File: src/rtl/oled_spi_link_rx_if.sv
// Record stream from the OLED link receiver: one {d_cn, byte} record per
// transfer, first-word-fall-through valid/ready handshake.
interface oled_spi_link_rx_if;
  logic [7:0] rx_data;   // head record byte
  logic       rx_dc;     // head record d_cn (1 = data, 0 = command)
  logic       rx_valid;  // FIFO holds at least one record
  logic       rx_ready;  // consumer takes the head record this cycle

  // Producer side (the receiver)
  modport master (
    output rx_data,
    output rx_dc,
    output rx_valid,
    input  rx_ready
  );

  // Consumer side
  modport slave (
    input  rx_data,
    input  rx_dc,
    input  rx_valid,
    output rx_ready
  );
endinterface

File: src/rtl/oled_spi_link_rx.sv
// Slave-side receiver for the OLED SPI wires forwarded over the PMOD link.
// Link inputs are synchronised into clk, mode-0 SPI bytes are decoded into
// {d_cn, byte} records and queued in a small first-word-fall-through FIFO.
// The OLED power/reset controls are passed through synchronisers only.
// FIFO_DEPTH must be a power of two (>= 2); SYNC_STAGES must be >= 2.
module oled_spi_link_rx #(
  parameter int FIFO_DEPTH  = 16,
  parameter int SYNC_STAGES = 2
) (
  input  logic                 clk,
  input  logic                 reset,
  input  logic                 link_cs,
  input  logic                 link_sdin,
  input  logic                 link_sclk,
  input  logic                 link_d_cn,
  input  logic                 link_resn,
  input  logic                 link_vccen,
  input  logic                 link_pmoden,
  oled_spi_link_rx_if.master   rx,
  output logic                 rx_overflow,
  output logic                 frame_abort,
  output logic [15:0]          byte_count,
  output logic                 resn_out,
  output logic                 vccen_out,
  output logic                 pmoden_out
);

  localparam int AW       = $clog2(FIFO_DEPTH);
  localparam int NUM_LINK = 7;

  // Bit positions of each link wire inside the synchroniser vector
  localparam int B_CS     = 0;
  localparam int B_SDIN   = 1;
  localparam int B_SCLK   = 2;
  localparam int B_DCN    = 3;
  localparam int B_RESN   = 4;
  localparam int B_VCCEN  = 5;
  localparam int B_PMODEN = 6;

  // ---------------------------------------------------------------------
  // Synchronisers
  // ---------------------------------------------------------------------
  logic [NUM_LINK-1:0] link_raw;
  logic [NUM_LINK-1:0] link_sync;

  assign link_raw = {link_pmoden, link_vccen, link_resn, link_d_cn,
                     link_sclk, link_sdin, link_cs};

  genvar gi;
  generate
    for (gi = 0; gi < SYNC_STAGES; gi++) begin : g_sync
      logic [NUM_LINK-1:0] stage_reg;
      if (gi == 0) begin : g_first
        // First flop of every chain samples the asynchronous link wires
        always_ff @(posedge clk) begin
          if (reset) stage_reg <= '0;
          else       stage_reg <= link_raw;
        end
      end else begin : g_next
        // Later flops just extend the chain
        always_ff @(posedge clk) begin
          if (reset) stage_reg <= '0;
          else       stage_reg <= g_sync[gi-1].stage_reg;
        end
      end
    end
  endgenerate

  assign link_sync = g_sync[SYNC_STAGES-1].stage_reg;

  logic cs_s, sdin_s, sclk_s, dcn_s;
  assign cs_s   = link_sync[B_CS];
  assign sdin_s = link_sync[B_SDIN];
  assign sclk_s = link_sync[B_SCLK];
  assign dcn_s  = link_sync[B_DCN];

  assign resn_out   = link_sync[B_RESN];
  assign vccen_out  = link_sync[B_VCCEN];
  assign pmoden_out = link_sync[B_PMODEN];

  // ---------------------------------------------------------------------
  // Edge detection on synced sclk and cs
  // ---------------------------------------------------------------------
  logic sclk_d_reg, cs_d_reg;
  logic sclk_rise, cs_rise;

  // One-cycle delayed copies for edge detection
  always_ff @(posedge clk) begin
    if (reset) begin
      sclk_d_reg <= 1'b0;
      cs_d_reg   <= 1'b0;
    end else begin
      sclk_d_reg <= sclk_s;
      cs_d_reg   <= cs_s;
    end
  end

  assign sclk_rise = sclk_s & ~sclk_d_reg;
  assign cs_rise   = cs_s & ~cs_d_reg;

  // ---------------------------------------------------------------------
  // Decoder FSM
  // ---------------------------------------------------------------------
  typedef enum logic [0:0] {
    ST_IDLE  = 1'b0,
    ST_SHIFT = 1'b1
  } state_t;

  state_t     state_reg,   state_next;
  logic [7:0] shift_reg,   shift_next;
  logic [2:0] bit_cnt_reg, bit_cnt_next;
  logic       push_reg,    push_next;
  logic [8:0] rec_reg,     rec_next;
  logic       abort_reg,   abort_next;

  // Decoder state and the registered record/abort strobes
  always_ff @(posedge clk) begin
    if (reset) begin
      state_reg   <= ST_IDLE;
      shift_reg   <= '0;
      bit_cnt_reg <= '0;
      push_reg    <= 1'b0;
      rec_reg     <= '0;
      abort_reg   <= 1'b0;
    end else begin
      state_reg   <= state_next;
      shift_reg   <= shift_next;
      bit_cnt_reg <= bit_cnt_next;
      push_reg    <= push_next;
      rec_reg     <= rec_next;
      abort_reg   <= abort_next;
    end
  end

  // Next-state: shift on rising sclk while selected, drop partial bytes on cs release
  always_comb begin
    state_next   = state_reg;
    shift_next   = shift_reg;
    bit_cnt_next = bit_cnt_reg;
    push_next    = 1'b0;
    rec_next     = rec_reg;
    abort_next   = 1'b0;
    case (state_reg)
      ST_IDLE: begin
        if (!cs_s) begin
          state_next   = ST_SHIFT;
          bit_cnt_next = '0;
          shift_next   = '0;
        end
      end
      ST_SHIFT: begin
        if (cs_s) begin
          // cs_rise is always true on the first cs-high cycle seen in SHIFT
          abort_next   = cs_rise & (bit_cnt_reg != 3'd0);
          state_next   = ST_IDLE;
          bit_cnt_next = '0;
          shift_next   = '0;
        end else if (sclk_rise) begin
          shift_next = {shift_reg[6:0], sdin_s};
          if (bit_cnt_reg == 3'd7) begin
            push_next    = 1'b1;
            rec_next     = {dcn_s, shift_next};
            bit_cnt_next = '0;
          end else begin
            bit_cnt_next = bit_cnt_reg + 3'd1;
          end
        end
      end
      default: state_next = ST_IDLE;
    endcase
  end

  assign frame_abort = abort_reg;

  // ---------------------------------------------------------------------
  // Record FIFO (first-word-fall-through via a registered head)
  // ---------------------------------------------------------------------
  logic [8:0]    mem [FIFO_DEPTH];
  logic [AW-1:0] wr_idx_reg, rd_idx_reg, rd_idx_next;
  logic [AW:0]   count_reg,  count_next;
  logic [8:0]    head_reg,   head_next;
  logic          valid_reg;
  logic          overflow_reg;
  logic [15:0]   byte_count_reg;
  logic          full, pop, do_write;

  assign full     = (count_reg == (AW+1)'(FIFO_DEPTH));
  assign pop      = valid_reg & rx.rx_ready;
  assign do_write = push_reg & (~full | pop);

  // Pointer/occupancy bookkeeping and the next head entry
  always_comb begin
    rd_idx_next = pop ? rd_idx_reg + 1'b1 : rd_idx_reg;
    count_next  = count_reg;
    case ({do_write, pop})
      2'b10:   count_next = count_reg + 1'b1;
      2'b01:   count_next = count_reg - 1'b1;
      default: count_next = count_reg;
    endcase
    // A record written into the slot that becomes head must bypass the array
    if (do_write && (wr_idx_reg == rd_idx_next)) head_next = rec_reg;
    else                                         head_next = mem[rd_idx_next];
  end

  // Record storage; no reset so it maps onto plain RAM
  always_ff @(posedge clk) begin
    if (do_write) mem[wr_idx_reg] <= rec_reg;
  end

  // FIFO control, head register and status counters
  always_ff @(posedge clk) begin
    if (reset) begin
      wr_idx_reg     <= '0;
      rd_idx_reg     <= '0;
      count_reg      <= '0;
      head_reg       <= '0;
      valid_reg      <= 1'b0;
      overflow_reg   <= 1'b0;
      byte_count_reg <= '0;
    end else begin
      rd_idx_reg <= rd_idx_next;
      count_reg  <= count_next;
      valid_reg  <= (count_next != '0);
      if (count_next != '0) head_reg <= head_next;
      if (do_write) begin
        wr_idx_reg     <= wr_idx_reg + 1'b1;
        byte_count_reg <= byte_count_reg + 16'd1;
      end
      if (push_reg && full && !pop) overflow_reg <= 1'b1;
    end
  end

  assign rx.rx_data  = head_reg[7:0];
  assign rx.rx_dc    = head_reg[8];
  assign rx.rx_valid = valid_reg;
  assign rx_overflow = overflow_reg;
  assign byte_count  = byte_count_reg;

endmodule

File: src/flat_wrapper.sv
// flat-port wrapper written by rule: the top's interface ports become plain ports
module oled_spi_link_rx_flat 
#(
  parameter int FIFO_DEPTH  = 16,
  parameter int SYNC_STAGES = 2
)
  (clk, reset, link_cs, link_sdin, link_sclk, link_d_cn, link_resn, link_vccen, link_pmoden, rx_overflow, frame_abort, byte_count, resn_out, vccen_out, pmoden_out, rx_rx_data, rx_rx_dc, rx_rx_valid, rx_rx_ready);
  oled_spi_link_rx_if rx_i ();
  input  logic clk;
  input  logic reset;
  input  logic link_cs;
  input  logic link_sdin;
  input  logic link_sclk;
  input  logic link_d_cn;
  input  logic link_resn;
  input  logic link_vccen;
  input  logic link_pmoden;
  output logic rx_overflow;
  output logic frame_abort;
  output logic [15:0] byte_count;
  output logic resn_out;
  output logic vccen_out;
  output logic pmoden_out;
  output wire logic [$bits(rx_i.rx_data)-1:0] rx_rx_data;
  output wire logic [$bits(rx_i.rx_dc)-1:0] rx_rx_dc;
  output wire logic [$bits(rx_i.rx_valid)-1:0] rx_rx_valid;
  input wire logic [$bits(rx_i.rx_ready)-1:0] rx_rx_ready;
  assign rx_rx_data = rx_i.rx_data;
  assign rx_rx_dc = rx_i.rx_dc;
  assign rx_rx_valid = rx_i.rx_valid;
  assign rx_i.rx_ready = rx_rx_ready;
  oled_spi_link_rx #(.FIFO_DEPTH(FIFO_DEPTH), .SYNC_STAGES(SYNC_STAGES)) u_core (.clk(clk), .reset(reset), .link_cs(link_cs), .link_sdin(link_sdin), .link_sclk(link_sclk), .link_d_cn(link_d_cn), .link_resn(link_resn), .link_vccen(link_vccen), .link_pmoden(link_pmoden), .rx(rx_i), .rx_overflow(rx_overflow), .frame_abort(frame_abort), .byte_count(byte_count), .resn_out(resn_out), .vccen_out(vccen_out), .pmoden_out(pmoden_out));
endmodule
File: config.mk
export PLATFORM = sky130hd
export DESIGN_NAME = oled_spi_link_rx_flat
export DESIGN_NICKNAME = d
export VERILOG_FILES = /design/src/rtl/oled_spi_link_rx_if.sv /design/src/rtl/oled_spi_link_rx.sv /design/src/flat_wrapper.sv
export SDC_FILE = /design/constraint.sdc
export NUM_CORES = 1
export LEC_CHECK = 0
export ABC_AREA = 1
export CORE_MARGIN = 2
export CORE_UTILIZATION = 40
export DETAILED_ROUTE_END_ITERATION = 12
export PLACE_DENSITY = 0.69
export SLEW_MARGIN = 20
export SYNTH_ARGS = -nofsm -noshare
export SYNTH_HDL_FRONTEND = slang
export SYNTH_SLANG_ARGS = --single-unit
File: constraint.sdc
create_clock -name clk -period 2 [get_ports clk]
set_input_delay 0.3 -clock clk [delete_from_list [all_inputs] [get_ports clk]]
set_output_delay 0.3 -clock clk [all_outputs]
set_load 0.05 [all_outputs]
==> results.sh <==
export IMPL_largest_register_ffs=144
export IMPL_critPathRequiredTime_ps=1700
export IMPL_rr_worst_depth=14
export IMPL_cp_max_fo=2
export IMPL_track_usage=0.183
export IMPL_synthXorXnorAreaFrac=0.00359
export IMPL_nFillCells=2141
export IMPL_setup_viol=0
export IMPL_synth_async_reset_ratio=0
export IMPL_antenna_found_initial=0
export IMPL_cts_buffers=24
export IMPL_synth_common_cells="nand2_1 (216), nand3_1 (178), edfxtp_1 (144), inv_1 (144), dfxtp_1 (78)"
export IMPL_yosysTopAreaCell="edfxtp_1"
export IMPL_synth_most_common_cell="nand2_1"
export IMPL_antenna_cells=0
export IMPL_drv_slew=0
export IMPL_yosys_warnings=0
export IMPL_dpl_cell_area_mm2=0.0113
export IMPL_regToRegSetupSlack_ps=100
export IMPL_io_pins=41
export IMPL_hold_buffers=0
export IMPL_hold_end="u_core.shift_reg[3]"
export IMPL_synth_cell_types=33
export IMPL_slowest_delay_ps=810
export IMPL_r2r_start="u_core.rx.rx_valid"
export IMPL_ir_drop_v=0.000743
export IMPL_final_core_util=0.506
export IMPL_synth_adder_area_share=0.0128
export IMPL_place_gp_congestion=0.865
export IMPL_rsz0062_at_grt="yes"
export IMPL_worst_path_buf_inv=1
export IMPL_crit_arrival_ps=1670
export IMPL_fp_dieW_um=160
export IMPL_p_leak_nw=5.23
export IMPL_dieHeight_um=160
export IMPL_vias=7449
export IMPL_synth_seq_cells=222
export IMPL_fin_area_mm2=0.0122
export IMPL_clk_pin_slew_ps=60
export IMPL_setup_worst_path_start="u_core.head_reg[7]"
export IMPL_status="finished, final reports clean"
export IMPL_num_nets_final=1164
export IMPL_detail_route_wl_per_cell_um=15.9
export IMPL_syn_nets=1066
export IMPL_yosys_top_cells_area="edfxtp_1 (44%), dfxtp_1 (16%), nand3_1 (9.1%), nand2_1 (8.3%), inv_1 (5.5%)"
export IMPL_dp_cells=1439
export IMPL_viasPerCell=5.01
export IMPL_worst_setup_path_start_kind="register"
export IMPL_endpoint_kind="output port"
export IMPL_clock_path_buffers=3
export IMPL_yosys_area_share_simple=0.272
export IMPL_tns_ps=0
export IMPL_syn_avg_cell_area_um2=9.34
export IMPL_syn_to_final_growth_pct=25.2
export IMPL_grt_pass1_vias=7041
export IMPL_cts_tree="built"
export IMPL_cts_root_buf="clkbuf_16"
export IMPL_dp_hpwl_um=15800
export IMPL_postSynthCellCount=1046
export IMPL_cp_slowest_cell="clkdlybuf4s50_1"
export IMPL_grt_overflow=0
export IMPL_synthMuxAreaShare=0
export IMPL_synth_edf_count=144
export IMPL_path_cells="clkdlybuf4s50_1"
export IMPL_finalHoldWorstSlack_ps=190
export IMPL_synth_top_area_share=0.443
export IMPL_hp_class="in2reg"
export IMPL_dieArea_mm2=0.0257
export IMPL_coreArea_mm2=0.0242
export IMPL_clock_sinks=222
export IMPL_io_buffers=40
export IMPL_skew_ps=23.7
export IMPL_synthFlopType="edfxtp_1"
export IMPL_rr_endpoint="u_core.head_reg[2]"
export IMPL_synth_top_family_by_area="simple AND/OR/NAND/NOR gates"
export IMPL_synth_area_mm2=0.00977
export IMPL_fmax_mhz=508
export IMPL_grt_max_degree=58
export IMPL_synth_compound_area_frac=0.0291
export IMPL_worstSetupPathType="reg2out"
export IMPL_final_hold_viol_count=0
export IMPL_register_area_mm2=0.00589
export IMPL_drt_pass1_iterations=5
export IMPL_worst_path_dominant_cell_family="buffers and inverters"
export IMPL_maxCapViolCount=0
export IMPL_initial_utilization=0.404
export IMPL_hold_path_depth=3
export IMPL_wl_um=23700
export IMPL_drt_iter0_drc=756
export IMPL_drtAntennaViolNets=0
export IMPL_worst_slew_pin_slew_ps=702
export IMPL_drive_gt1_frac=0.151
export IMPL_yosysSeqAreaShare=0.603
export IMPL_maxSlewHeadroom=0.531
export IMPL_fin_crit_sh=0.984
export IMPL_row_count=57
export IMPL_cellPowerDensity_mw_per_mm2=1070
export IMPL_fin_cells=1486
export IMPL_remaining_drc_errors=0
export IMPL_period_minus_slack_ps=1970
export IMPL_clock_latency_ps=530
export IMPL_grt_pass1_wl_um=37400
export IMPL_multi_input_area_mm2=0.00326
export IMPL_holdCritStartpoint="reset"
export IMPL_h_tree_depth=1
final cells by class:
type,instances,area share
Tap cell,324,0.0331
Clock inverter,7,0.00828
Clock buffer,37,0.0597
Inverter,150,0.0465
Timing Repair Buffer,119,0.104
Multi-Input combinational cell,627,0.266
Sequential cell,222,0.482
what timing repair did:
action                     4_1_cts  5_1_grt
gates cloned                     0        1
pin swaps                        0        7
setup endpoints to repair       27       14
gates resized for setup         24       39
setup buffers                    2        0
layer usage:
layer | routed length, um | global-route usage
met3 | 1420 | 0.0314
met5 | 0 | 0
met4 | 609 | 0.0483
met1 | 10600 | 0.251
met2 | 11000 | 0.301
cell usage in the layout (no fill, tap or decap), types with 2 or more instances in the layout:
master           Yosys  layout
buf_6                1       2
nand3_1            178     167
nand2_1            216     208
clkinv_1             2       2
nand3_2              2      13
clkbuf_8             0       6
inv_1              144     143
edfxtp_1           144     144
dlymetal6s2s_1       0       3
ha_1                10       9
nor3_1               3       3
xor2_1               4       4
o21ai_0             17      17
nor2_4               2       4
a21oi_1             29      28
bufinv_16            0       2
clkinv_2             1       3
nand2_2              4      10
nor2_2               2      14
clkbuf_1             8       6
clkdlybuf4s50_1      0      13
buf_4                1      53
o21a_1               2       2
inv_2                3       2
nor4_1               3       3
nand2_4              0       2
buf_12               0      24
dlygate4sd2_1        0      23
inv_4                0       3
nor2_1              68      54
nand3b_1            56      56
dfxtp_1             78      73
nand4_1             25      25
clkbuf_16            0      25
dfxtp_2              0       4
cell families (layout without fill, tap and decap cells):
group / count (synthesis) / in the layout
xor+xnor: 4 / 4
buf+inv: 197 / 313
fa+ha+maj: 10 / 10
compound gates: 53 / 53
flops: 222 / 222
simple gates: 560 / 560
report_power, final:
group | internal [mW] | switching (mW)
Sequential | 4.96 | 0.126
Clock | 2.78 | 1.75
Combinational | 1.31 | 2.18
Total | 9.04 | 4.06
through the flow:
step | total power, mW | setup WS (ps)
3_3_place_gp | 8.40 | -434
4_1_cts | 13.0 | 9.97
3_5_place_dp | 8.44 | -455
6_report | 13.1 | 31.7
5_1_grt | 13.7 | -27.7
2_1_floorplan | 7.24 | -85.0
worst max path at each step:
stage,endpoint,slack [ps],cells after the start
final,rx_rx_data[7],30,1
after global routing,u_core.head_reg[4],-30,17
after CTS,rx_rx_data[4],10,1
after detailed placement,u_core.head_reg[7],-460,12
after global placement,u_core.head_reg[5],-430,14
after floorplan,u_core.mem[0][0],-80,7
No activity file was read; power rests on OpenSTA's default activity.
